[src/rtl/mac_tile_scheduler.sv]
// Tile sequencer for the MAC streamer: issues paired A-load/D-store requests per tile and waits for both dones.
// Optional cycle counters (busy, stalled ISSUE) are built when MAC_TILE_SCHED_PERF_EN is defined.
module mac_tile_scheduler #(
    parameter int ADDR_WIDTH = 32,
    parameter int LEN_WIDTH  = 16,
    parameter int TILE_WIDTH = 8
) (
    input  logic                  clk_i,
    input  logic                  rst_i,
    input  logic                  clear_i,
    input  logic                  start_i,
    input  logic [ADDR_WIDTH-1:0] a_base_i,
    input  logic [ADDR_WIDTH-1:0] a_stride_i,
    input  logic [ADDR_WIDTH-1:0] d_base_i,
    input  logic [ADDR_WIDTH-1:0] d_stride_i,
    input  logic [LEN_WIDTH-1:0]  tile_len_i,
    input  logic [TILE_WIDTH-1:0] nb_tiles_i,
    input  logic                  a_ready_start_i,
    input  logic                  a_done_i,
    input  logic                  d_ready_start_i,
    input  logic                  d_done_i,
    output logic                  a_req_start_o,
    output logic [ADDR_WIDTH-1:0] a_addr_o,
    output logic [LEN_WIDTH-1:0]  a_trans_size_o,
    output logic                  d_req_start_o,
    output logic [ADDR_WIDTH-1:0] d_addr_o,
    output logic [LEN_WIDTH-1:0]  d_trans_size_o,
    output logic [TILE_WIDTH-1:0] tile_idx_o,
    output logic                  busy_o,
`ifdef MAC_TILE_SCHED_PERF_EN
    output logic [31:0]           perf_busy_o,
    output logic [31:0]           perf_stall_o,
`endif
    output logic                  done_o
);

    localparam logic [2:0] S_IDLE   = 3'd0;
    localparam logic [2:0] S_ISSUE  = 3'd1;
    localparam logic [2:0] S_WAIT   = 3'd2;
    localparam logic [2:0] S_NEXT   = 3'd3;
    localparam logic [2:0] S_FINISH = 3'd4;

    logic [2:0]            state_q, state_d;
    logic [ADDR_WIDTH-1:0] a_addr_q, a_addr_d;
    logic [ADDR_WIDTH-1:0] d_addr_q, d_addr_d;
    logic [ADDR_WIDTH-1:0] a_stride_q, a_stride_d;
    logic [ADDR_WIDTH-1:0] d_stride_q, d_stride_d;
    logic [LEN_WIDTH-1:0]  size_q, size_d;
    logic [TILE_WIDTH-1:0] tile_idx_q, tile_idx_d;
    logic [TILE_WIDTH-1:0] nb_tiles_q, nb_tiles_d;
    logic                  a_seen_q, a_seen_d;
    logic                  d_seen_q, d_seen_d;
    logic                  fire;
    logic                  soft_rst;

    assign soft_rst = rst_i | clear_i;
    // Both requests share one handshake so source and sink always start the same tile together.
    assign fire     = (state_q == S_ISSUE) & a_ready_start_i & d_ready_start_i;

    always_comb begin
        state_d    = state_q;
        a_addr_d   = a_addr_q;
        d_addr_d   = d_addr_q;
        a_stride_d = a_stride_q;
        d_stride_d = d_stride_q;
        size_d     = size_q;
        tile_idx_d = tile_idx_q;
        nb_tiles_d = nb_tiles_q;
        a_seen_d   = a_seen_q;
        d_seen_d   = d_seen_q;
        case (state_q)
            S_IDLE: begin
                if (start_i) begin
                    a_addr_d   = a_base_i;
                    d_addr_d   = d_base_i;
                    a_stride_d = a_stride_i;
                    d_stride_d = d_stride_i;
                    size_d     = tile_len_i;
                    nb_tiles_d = nb_tiles_i;
                    tile_idx_d = '0;
                    if (nb_tiles_i == '0 || tile_len_i == '0) begin
                        state_d = S_FINISH;
                    end else begin
                        state_d = S_ISSUE;
                    end
                end
            end
            S_ISSUE: begin
                if (fire) begin
                    a_seen_d = 1'b0;
                    d_seen_d = 1'b0;
                    state_d  = S_WAIT;
                end
            end
            S_WAIT: begin
                // Current-cycle pulses count, so same-cycle dones leave immediately.
                a_seen_d = a_seen_q | a_done_i;
                d_seen_d = d_seen_q | d_done_i;
                if (a_seen_d && d_seen_d) begin
                    state_d = S_NEXT;
                end
            end
            S_NEXT: begin
                if (tile_idx_q == nb_tiles_q - TILE_WIDTH'(1)) begin
                    state_d = S_FINISH;
                end else begin
                    tile_idx_d = tile_idx_q + TILE_WIDTH'(1);
                    a_addr_d   = a_addr_q + a_stride_q;
                    d_addr_d   = d_addr_q + d_stride_q;
                    state_d    = S_ISSUE;
                end
            end
            S_FINISH: begin
                state_d = S_IDLE;
            end
            default: begin
                state_d = S_IDLE;
            end
        endcase
    end

    always_ff @(posedge clk_i) begin
        if (soft_rst) begin
            state_q    <= S_IDLE;
            a_addr_q   <= '0;
            d_addr_q   <= '0;
            a_stride_q <= '0;
            d_stride_q <= '0;
            size_q     <= '0;
            tile_idx_q <= '0;
            nb_tiles_q <= '0;
            a_seen_q   <= 1'b0;
            d_seen_q   <= 1'b0;
        end else begin
            state_q    <= state_d;
            a_addr_q   <= a_addr_d;
            d_addr_q   <= d_addr_d;
            a_stride_q <= a_stride_d;
            d_stride_q <= d_stride_d;
            size_q     <= size_d;
            tile_idx_q <= tile_idx_d;
            nb_tiles_q <= nb_tiles_d;
            a_seen_q   <= a_seen_d;
            d_seen_q   <= d_seen_d;
        end
    end

    assign a_req_start_o  = fire;
    assign d_req_start_o  = fire;
    assign a_addr_o       = a_addr_q;
    assign d_addr_o       = d_addr_q;
    assign a_trans_size_o = size_q;
    assign d_trans_size_o = size_q;
    assign tile_idx_o     = tile_idx_q;
    assign busy_o         = (state_q != S_IDLE);
    assign done_o         = (state_q == S_FINISH);

`ifdef MAC_TILE_SCHED_PERF_EN
    logic [31:0] perf_busy_q;
    logic [31:0] perf_stall_q;

    always_ff @(posedge clk_i) begin
        if (soft_rst || (state_q == S_IDLE && start_i)) begin
            perf_busy_q  <= '0;
            perf_stall_q <= '0;
        end else begin
            if (busy_o && perf_busy_q != '1) begin
                perf_busy_q <= perf_busy_q + 32'd1;
            end
            if (state_q == S_ISSUE && !fire && perf_stall_q != '1) begin
                perf_stall_q <= perf_stall_q + 32'd1;
            end
        end
    end

    assign perf_busy_o  = perf_busy_q;
    assign perf_stall_o = perf_stall_q;
`endif

endmodule
[config.mk]
export PLATFORM = sky130hd
export DESIGN_NAME = mac_tile_scheduler
export DESIGN_NICKNAME = d
export VERILOG_FILES = /design/src/rtl/mac_tile_scheduler.sv
export SDC_FILE = /design/constraint.sdc
export NUM_CORES = 1
export LEC_CHECK = 0
export BUFFER_PORTS_ARGS = -buffer_cell sky130_fd_sc_hd__buf_2
export CORE_MARGIN = 3
export CORE_UTILIZATION = 30
export DETAILED_ROUTE_END_ITERATION = 6
export MAX_ROUTING_LAYER = met4
export SYNTH_ARGS = -nofsm -noshare
export SYNTH_HDL_FRONTEND = slang
export SYNTH_SLANG_ARGS = --single-unit
[constraint.sdc]
create_clock -name clk_i -period 5.9 [get_ports clk_i]
set_input_delay 0.885 -clock clk_i [delete_from_list [all_inputs] [get_ports clk_i]]
set_output_delay 0.885 -clock clk_i [all_outputs]
set_load 0.01 [all_outputs]
==> flow_metrics.env, run 1 <==
export IMPL_final_util_pct=37.7
export IMPL_rsz0062_at_grt="false"
export IMPL_top_usage_layer="met2"
export IMPL_grt_pass1_wl_um=52600
export IMPL_finalCritPeriodShare_pct=55.2
export IMPL_antenna_cells=0
export IMPL_dr_pass1_iters=5
export IMPL_final_cell_mix="nand2_1 (280), buf_2 (267), a21oi_1 (182)"
export IMPL_vias=9877
export IMPL_use_met2_pct=31.1
export IMPL_drcViolationCount=0
export IMPL_core_area_um2=32000
export IMPL_async_reset_ff_share_pct=0
export IMPL_first_global_vias=9783
export IMPL_io_pins=268
export IMPL_fillers=3464
export IMPL_grt_total_usage_pct=19.0
export IMPL_use_met1_pct=24.2
export IMPL_grt_ovfl_total=0
export IMPL_p_clk_share_pct=43.5
export IMPL_layoutNonFillerInstCount=1963
export IMPL_syn_area_per_cell_um2=7.55
export IMPL_ys_seq_elements=165
export IMPL_initial_utilization_pct=30.9
export IMPL_synth_fp_nets=1538
export IMPL_vias_per_cell=5.03
export IMPL_drtAntennaViolNets=0
export IMPL_grt_max_degree=76
export IMPL_cts_sinks=165
export IMPL_routabilityCongestion=0.893
export IMPL_status="finished clean"
export IMPL_post_cts_buffers=0
export IMPL_area_growth_pct=22.0
export IMPL_synth_edf_count=0
export IMPL_syn_instance_count=1312
export IMPL_slew_violations=0
export IMPL_die_area_um2=35200
export IMPL_crit_required_ns=6.27
export IMPL_cap_violations=0
export IMPL_finalSetupViolations=0
export IMPL_hpwl_um=24000
export IMPL_drive_gt1_share_pct=21.6
export IMPL_numCtsBuffers=17
export IMPL_cts_reportedPaths_clkPinSlew_ns=0.07
export IMPL_p_sw_w=0.000771
export IMPL_routedWlPerCell_um=16.7
export IMPL_cp_arrival_ns=3.62
export IMPL_min_period_ns=3.26
export IMPL_path_max_fanout=75
export IMPL_worst_pin_slew_ns=0.939
export IMPL_fin_setup_tns_ns=0
export IMPL_critPathKind="flop to flop"
export IMPL_power_internal_w=0.00204
export IMPL_ys_warn_count=0
export IMPL_cts_tree="built"
export IMPL_seq_area_frac_synth_pct=33.3
export IMPL_port_buffers=267
export IMPL_cts_buffer_depth=2
export IMPL_cts_max_level=4
export IMPL_ctsHoldBuffers=0
export IMPL_place_area_um2=11400
export IMPL_antenna_found_initial=0
export IMPL_worstHoldPathType="flop to flop"
export IMPL_dp_cells=1931
export IMPL_ir_drop_v=0.000194
export IMPL_power_density_nw_per_um2=233
export IMPL_die_w_um=188
export IMPL_critPathLaunchType="flop"
export IMPL_multi_input_area_um2=6110
export IMPL_endpoint_kind="flop"
export IMPL_p_seq_share_pct=42.2
export IMPL_met3_usage_pct=3.25
export IMPL_power_frac_comb_pct=14.3
export IMPL_max_freq_mhz=307
export IMPL_root_buffer="clkbuf_16"
export IMPL_fin_skew_ns=0.0160
export IMPL_clk_latency_ns=0.44
export IMPL_die_y_um=188
export IMPL_drtIter0Drc=620
export IMPL_seq_area_um2=3300
export IMPL_synth_flop_cell="dfxtp_1"
export IMPL_fin_ws_ns=2.64
export IMPL_num_rows=65
export IMPL_final_common_cell="nand2_1"
export IMPL_nets=1741
export IMPL_p_leak_nw=5.44
export IMPL_slew_headroom_pct=37.4
export IMPL_drt_total_wl_um=32800
export IMPL_final_area_um2=12100
export IMPL_hold_violations=0
export IMPL_synth_cell_types=69
export IMPL_cts_resized=0
export IMPL_p_sw_share_pct=27.4
export IMPL_syn_area_um2=9910
export IMPL_yosysTopAreaCell="dfxtp_1"
export IMPL_synth_area_top_cells="dfxtp_1 (33%), nand2_1 (11%), a21oi_1 (9.2%)"
export IMPL_post_place_ws_ns=2.58
export IMPL_yosysTopAreaCellShare_pct=33.3
## power groups by stage
stage | registers [W] | logic (W) | clock network [W]
after floorplan | 0.00121 | 0.000245 | 0
after global placement | 0.00121 | 0.000400 | 0
final | 0.00119 | 0.000402 | 0.00122
after CTS | 0.00119 | 0.000405 | 0.00125
after global routing | 0.00119 | 0.000451 | 0.00130
after detailed placement | 0.00121 | 0.000403 | 0
## critical path, stage by stage, from the launching register on
cell and delay (ns):
dfxtp_1 0.41, inv_1 0.06, ha_1 0.24, nand2_1 0.10
a21oi_1 0.05, or3_4 0.35, a41oi_4 0.20, buf_4 0.33
or2_4 0.77, nand3_1 0.17, or3_1 0.37, a21oi_1 0.14
## registers in the layout (all words and copies together) (netlist names), 3 cells and up
name	count
a_stride_q	32
a_trans_size_o	16
state_q	3
d_addr_o	32
nb_tiles_q	8
d_stride_q	32
tile_idx_o	8
a_addr_o	32
## path summary, 6_finish.rpt
path | end | slack (ns) | from | cells after the start
setup reg to reg | tile_idx_o[5] | 2.64 | nb_tiles_q[0] | 11
setup / recovery | tile_idx_o[5] | 2.64 | nb_tiles_q[0] | 11
hold / removal | d_stride_q[25] | 0.46 | d_stride_q[25] | 2
hold reg to reg | d_stride_q[25] | 0.46 | d_stride_q[25] | 2
## per-layer routing
metal	vias to the layer above	routed length, µm	part of all wire [%]
li1	5033	-	-
met2	228	15600	47
met5	-	0	0
met3	28	1460	4.4
met1	4588	15200	46
met4	0	563	1.7
## per-stage QoR
step	hold slack (ns)	total power (W)
2_1_floorplan	0.440	0.00146
3_3_place_gp	0.450	0.00161
3_5_place_dp	0.455	0.00162
4_1_cts	0.464	0.00284
5_1_grt	0.480	0.00294
6_report	0.460	0.00281
## logic make-up (layout without fill, tap and decap cells)
logic type / after synthesis / in the layout / synth area share (%)
adder cells (fa/ha/maj): 66 / 66 / 8.49
multiplexers: 3 / 3 / 0.303
AO/OA/AOI/OAI: 397 / 397 / 25.2
buffers and inverters: 115 / 331 / 5.27
AND/OR/NAND/NOR: 506 / 506 / 22.0
flip-flops: 165 / 165 / 33.3
XOR/XNOR: 60 / 60 / 5.38
## synth_stat cells (10+ instances only)
| library cell | count |
|---|---|
| inv_1 | 23 |
| xnor2_1 | 33 |
| a311oi_1 | 12 |
| nor3_1 | 31 |
| and3_1 | 11 |
| a31oi_1 | 18 |
| ha_1 | 64 |
| clkbuf_1 | 61 |
| a21o_1 | 25 |
| xor2_1 | 26 |
| dfxtp_1 | 165 |
| a21oi_1 | 182 |
| buf_4 | 18 |
| o21ai_0 | 51 |
| nand2_1 | 281 |
| nor2b_1 | 10 |
| nor2_1 | 91 |
| nand3_1 | 26 |
| nand4_1 | 16 |
| buf_2 | 12 |
| a211oi_1 | 24 |
| nand2b_1 | 11 |
## final cells by class
| cell class | instances | share of cell area [%] |
|---|---|---|
| Inverter | 23 | 0.714 |
| Timing Repair Buffer | 276 | 11.6 |
| Clock buffer | 21 | 3.81 |
| Sequential cell | 165 | 27.3 |
| Clock inverter | 11 | 1.45 |
| Multi-Input combinational cell | 1032 | 50.6 |
| Tap cell | 435 | 4.50 |
Note: power is estimated with default switching activity, not from simulation.
==> inputs of run 2 (changes only) <==
==> constraint.sdc (replaced) <==
create_clock -name clk_i -period 2.72 [get_ports clk_i]
set_input_delay 0.408 -clock clk_i [delete_from_list [all_inputs] [get_ports clk_i]]
set_output_delay 0.408 -clock clk_i [all_outputs]
set_load 0.01 [all_outputs]
==> flow_metrics.env, run 2 (synthesis gave the netlist of run 1 again) <==
export IMPL_cts_reportedPaths_clkPinSlew_ns=0.07
export IMPL_place_area_um2=11800
export IMPL_critPathLaunchType="flop"
export IMPL_root_buffer="clkbuf_16"
export IMPL_cts_tree="built"
export IMPL_path_max_fanout=3
export IMPL_finalCritPeriodShare_pct=98.7
export IMPL_cp_slowest_stage_delay_ns=0.34
export IMPL_cap_violations=0
export IMPL_vias=10300
export IMPL_final_cell_mix="nand2_1 (280), buf_2 (267), a21oi_1 (174)"
export IMPL_cts_buffer_depth=2
export IMPL_slew_headroom_pct=65.7
export IMPL_cts_max_level=4
export IMPL_multi_input_area_um2=6320
export IMPL_fillers=3392
export IMPL_slew_violations=0
export IMPL_min_path_cells=3
export IMPL_dr_pass1_iters=5
export IMPL_drtIter0Drc=623
export IMPL_initial_utilization_pct=30.9
export IMPL_worst_pin_slew_ns=0.514
export IMPL_worstHoldPathType="input pin to flop"
export IMPL_cp_arrival_ns=3.03
export IMPL_drtAntennaViolNets=0
export IMPL_final_area_um2=12800
export IMPL_fin_skew_ns=0.0153
export IMPL_grt_ovfl_total=0
export IMPL_area_growth_pct=29.7
export IMPL_seq_area_um2=3320
export IMPL_fin_hold_ws_ns=0.190
export IMPL_vias_per_cell=5.05
export IMPL_hold_path_startpoint="d_stride_i[29]"
export IMPL_grt_max_degree=89
export IMPL_endpoint_kind="flop"
export IMPL_die_area_um2=35200
export IMPL_regToRegStartpoint="d_stride_q[0]"
export IMPL_power_density_nw_per_um2=470
export IMPL_final_common_cell="nand2_1"
export IMPL_crit_buf_inv=2
export IMPL_die_y_um=188
export IMPL_slowest_stage="dfxtp_2"
export IMPL_reg2reg_to="d_addr_o[30]"
export IMPL_first_global_vias=9957
export IMPL_num_rows=65
export IMPL_numCtsBuffers=17
export IMPL_cts_sinks=165
export IMPL_critPathKind="flop to flop"
export IMPL_hold_violations=0
export IMPL_ir_drop_v=0.000439
export IMPL_status="finished clean"
export IMPL_hold_end="d_stride_q[29]"
export IMPL_crit_required_ns=3.06
export IMPL_grt_total_usage_pct=19.2
export IMPL_nets=1808
export IMPL_regToRegSetupSlack_ns=0.03
export IMPL_rsz0062_at_grt="true"
export IMPL_max_freq_mhz=372
export IMPL_core_area_um2=32000
export IMPL_critPathTopFamily="compound AO/OA/AOI/OAI gates"
export IMPL_cp_cell_sequence="ha_4 > inv_2 > fa_2 > nor2b_2 > o31a_1 > o21ai_2 > a21oi_2 > o31ai_4 > a21oi_2 > o21ai_2 > buf_4 > o21ai_1 > a211o_1"
export IMPL_routabilityCongestion=0.886
export IMPL_p_leak_nw=5.80
export IMPL_clk_latency_ns=0.45
export IMPL_grt_pass1_wl_um=53400
export IMPL_io_pins=268
export IMPL_drcViolationCount=0
export IMPL_port_buffers=267
export IMPL_antenna_found_initial=2
export IMPL_drt_total_wl_um=34000
export IMPL_reg2regPathDepth=13
export IMPL_min_period_ns=2.69
export IMPL_ctsHoldBuffers=0
export IMPL_die_w_um=188
export IMPL_drive_gt1_share_pct=27.9
export IMPL_hpwl_um=25000
export IMPL_finalSetupViolations=0
export IMPL_routedWlPerCell_um=16.7
## run 2: per-layer routing
metal | GRT usage [%] | vias up | wire (µm)
met3 | 3.25 | 35 | 1320
met2 | 31.5 | 258 | 16300
met1 | 24.6 | 4802 | 15700
met5 | - | - | 0
li1 | - | 5170 | -
met4 | 5.43 | 0 | 629
## run 2: how the worst max path moves through the flow
| stage | depth (start not counted) | start | end |
|---|---|---|---|
| final | 13 | d_stride_q[0] | d_addr_o[30] |
| after global routing | 12 | d_stride_q[0] | d_addr_o[24] |
| after global placement | 14 | d_addr_o[0] | d_addr_o[30] |
| after detailed placement | 12 | a_stride_q[0] | a_addr_o[24] |
| after floorplan | 12 | d_addr_o[0] | d_addr_o[30] |
| after CTS | 12 | a_stride_q[0] | a_addr_o[22] |
## run 2: timing repair
item | CTS | global route
pin swaps | 4 | 42
setup endpoints to repair | 11 | 31
buffers inserted | 12 | 20
hold endpoints to repair | 0 | 0
gates resized for setup | 6 | 53
cloned | 0 | 1
## run 2: report_power, final
part / total (W) / switching, W / internal (W)
registers: 0.00258 / 0.0000759 / 0.00250
logic: 0.000951 / 0.000557 / 0.000394
clock network: 0.00251 / 0.00112 / 0.00139
## run 2: layout make-up
class	count	share of cell area (%)
tap	435	4.24
timing repair buffer	343	15.4
multi-input combinational	1032	49.2
antenna	2	0.0390
inverter	23	0.672
clock buffer	19	3.45
clock inverter	13	1.15
sequential	165	25.9
## run 2: metrics by stage
stage	TNS, ns	util (%)	power, W	cells	worst slack, ns
after floorplan	0	-	0.00316	1312	0.0317
after global placement	-0.0164	36.8	0.00353	1969	-0.00945
after detailed placement	-0.411	36.8	0.00354	1969	-0.107
after CTS	-0.00478	38.9	0.00604	2013	-0.00478
after global routing	-0.374	40.1	0.00631	2032	-0.0551
final	0	40.1	0.00604	2032	0.0341
## run 2: tightest hold or removal path, cell delays in order
cell and delay [ns]:
buf_2 0.10, nand2_1 0.04, a21oi_1 0.05
==> inputs of run 3 (changes only) <==
--- a/config.mk
+++ b/config.mk
@@ -7,9 +7,10 @@
 export LEC_CHECK = 0
 export BUFFER_PORTS_ARGS = -buffer_cell sky130_fd_sc_hd__buf_2
 export CORE_MARGIN = 3
-export CORE_UTILIZATION = 30
+export CORE_UTILIZATION = 48
 export DETAILED_ROUTE_END_ITERATION = 6
 export MAX_ROUTING_LAYER = met4
+export PLACE_DENSITY = 0.77
 export SYNTH_ARGS = -nofsm -noshare
 export SYNTH_HDL_FRONTEND = slang
 export SYNTH_SLANG_ARGS = --single-unit
==> flow_metrics.env, run 3 (synthesis gave the netlist of run 1 again) <==
export IMPL_numCtsBuffers=17
export IMPL_first_global_vias=9642
export IMPL_cap_violations=0
export IMPL_multi_input_area_um2=6260
export IMPL_power_density_nw_per_um2=493
export IMPL_post_place_ws_ns=-0.0477
export IMPL_cp_depth=12
export IMPL_drive_gt1_share_pct=25.5
export IMPL_reg2reg_to="a_addr_o[22]"
export IMPL_final_cell_mix="nand2_1 (280), buf_2 (267), a21oi_1 (172)"
export IMPL_cp_cell_sequence="ha_2 > inv_1 > fa_2 > nand2b_4 > a21oi_4 > o2111ai_4 > nand4b_1 > a41o_1 > and2_1 > a31oi_1 > xnor2_1 > a221oi_1"
export IMPL_worst_pin_slew_ns=0.709
export IMPL_area_growth_pct=24.4
export IMPL_crit_required_ns=3.06
export IMPL_root_buffer="clkbuf_16"
export IMPL_die_y_um=150
export IMPL_critPathKind="flop to flop"
export IMPL_cts_sinks=165
export IMPL_seq_area_um2=3310
export IMPL_regToRegStartpoint="a_addr_o[0]"
export IMPL_vias_per_cell=5.63
export IMPL_nets=1772
export IMPL_cts_buffer_depth=2
export IMPL_ctsHoldBuffers=0
export IMPL_ir_drop_v=0.000366
export IMPL_cts_tree="built"
export IMPL_drtAntennaViolNets=0
export IMPL_die_area_um2=22400
export IMPL_fin_ws_ns=0.0400
export IMPL_critPathLaunch="a_addr_o[0]"
export IMPL_drtIter0Drc=576
export IMPL_die_w_um=150
export IMPL_rsz0062_at_grt="true"
export IMPL_regToRegSetupSlack_ns=0.04
export IMPL_status="finished clean"
export IMPL_max_freq_mhz=373
export IMPL_cp_arrival_ns=3.02
export IMPL_drcViolationCount=0
export IMPL_grt_ovfl_total=0
export IMPL_vias=10300
export IMPL_io_pins=268
export IMPL_fin_hold_ws_ns=0.201
export IMPL_worstHoldPathType="input pin to flop"
export IMPL_grt_max_degree=92
export IMPL_fin_setup_tns_ns=0
export IMPL_drt_total_wl_um=30300
export IMPL_final_util_pct=62.1
export IMPL_p_leak_nw=5.62
export IMPL_endpoint_kind="flop"
export IMPL_finalSetupViolations=0
export IMPL_fin_skew_ns=0.00971
export IMPL_final_area_um2=12300
export IMPL_final_common_cell="nand2_1"
export IMPL_antenna_found_initial=4
export IMPL_routabilityCongestion=0.906
export IMPL_critPathTopFamily="compound AO/OA/AOI/OAI gates"
export IMPL_min_period_ns=2.68
export IMPL_path_max_fanout=4
export IMPL_initial_utilization_pct=49.9
export IMPL_hpwl_um=21800
export IMPL_grt_total_usage_pct=26.4
export IMPL_crit_end="a_addr_o[22]"
export IMPL_critPathLaunchType="flop"
export IMPL_slowest_stage="dfxtp_1"
export IMPL_cp_slowest_stage_delay_ns=0.34
export IMPL_routedWlPerCell_um=16.6
export IMPL_cts_reportedPaths_clkPinSlew_ns=0.07
export IMPL_clk_latency_ns=0.44
export IMPL_crit_buf_inv=1
export IMPL_cts_max_level=4
export IMPL_finalCritPeriodShare_pct=98.5
export IMPL_num_rows=51
export IMPL_port_buffers=267
export IMPL_dr_pass1_iters=7
export IMPL_fillers=1784
export IMPL_hold_violations=0
export IMPL_grt_pass1_wl_um=47200
export IMPL_slew_headroom_pct=52.8
export IMPL_core_area_um2=19800
export IMPL_reg2regPathDepth=12
export IMPL_place_area_um2=11500
export IMPL_slew_violations=0
-- run 3: cell count changes in the layout (fill, tap and decap cells not counted), sizes merged --
cell,delta
buf,-35
clkbuf,-3
diode,+3
bufinv,+1
clkinv,-1
clkinvlp,+1
inv,+1
-- run 3: cell type report --
| cell class | count | share of cell area (%) |
|---|---|---|
| Antenna cell | 5 | 0.102 |
| Clock buffer | 17 | 3.45 |
| Clock inverter | 15 | 1.59 |
| Inverter | 23 | 0.700 |
| Multi-Input combinational cell | 1032 | 50.8 |
| Sequential cell | 165 | 26.9 |
| Tap cell | 265 | 2.69 |
| Timing Repair Buffer | 307 | 13.8 |
-- run 3: routing by layer --
metal / vias to the layer above / share of wire (%) / GRT usage (%)
li1: 5096 / - / -
met1: 4770 / 44 / 33.7
met2: 386 / 48 / 43.5
met3: 54 / 5.8 / 3.18
met4: 0 / 2.3 / 9.56
met5: - / 0 / -
-- run 3: worst min-delay path by stage --
stage                   startpoint             end  slack [ns]  depth (start not counted)
floorplan            a_stride_q[0]   a_stride_q[0]        0.44                          2
global placement    d_stride_q[14]  d_stride_q[14]        0.45                          2
detailed placement  d_stride_q[11]  d_stride_q[11]        0.45                          2
CTS                 d_stride_i[11]  d_stride_q[11]        0.19                          3
global route        d_stride_i[25]  d_stride_q[25]        0.19                          3
finish               a_stride_i[3]   a_stride_q[3]        0.20                          3
-- run 3: through the flow --
| step | power (W) | std cells |
|---|---|---|
| finish | 0.00607 | 1829 |
| global route | 0.00631 | 1828 |
| CTS | 0.00608 | 1817 |
| detailed placement | 0.00350 | 1785 |
| global placement | 0.00349 | 1785 |
| floorplan | 0.00316 | 1312 |
-- run 3: report_power, final --
group,internal (W),switching [W]
clock network,0.00147,0.00112
registers,0.00250,0.0000733
logic,0.000368,0.000535
total,0.00434,0.00173
-- run 3: tightest hold or removal path: cells and delay by family --
kind	cells	cell delay, ns
AOI/OAI and AO/OA	1	0.05
buffers and inverters	1	0.10
and+or+nand+nor	1	0.04
-- run 3: what timing repair did --
action	in CTS	in global routing
buffers inserted	0	7
resized for setup	2	42
endpoints found under the setup margin	5	20
pin swaps	2	23
gates cloned	0	0
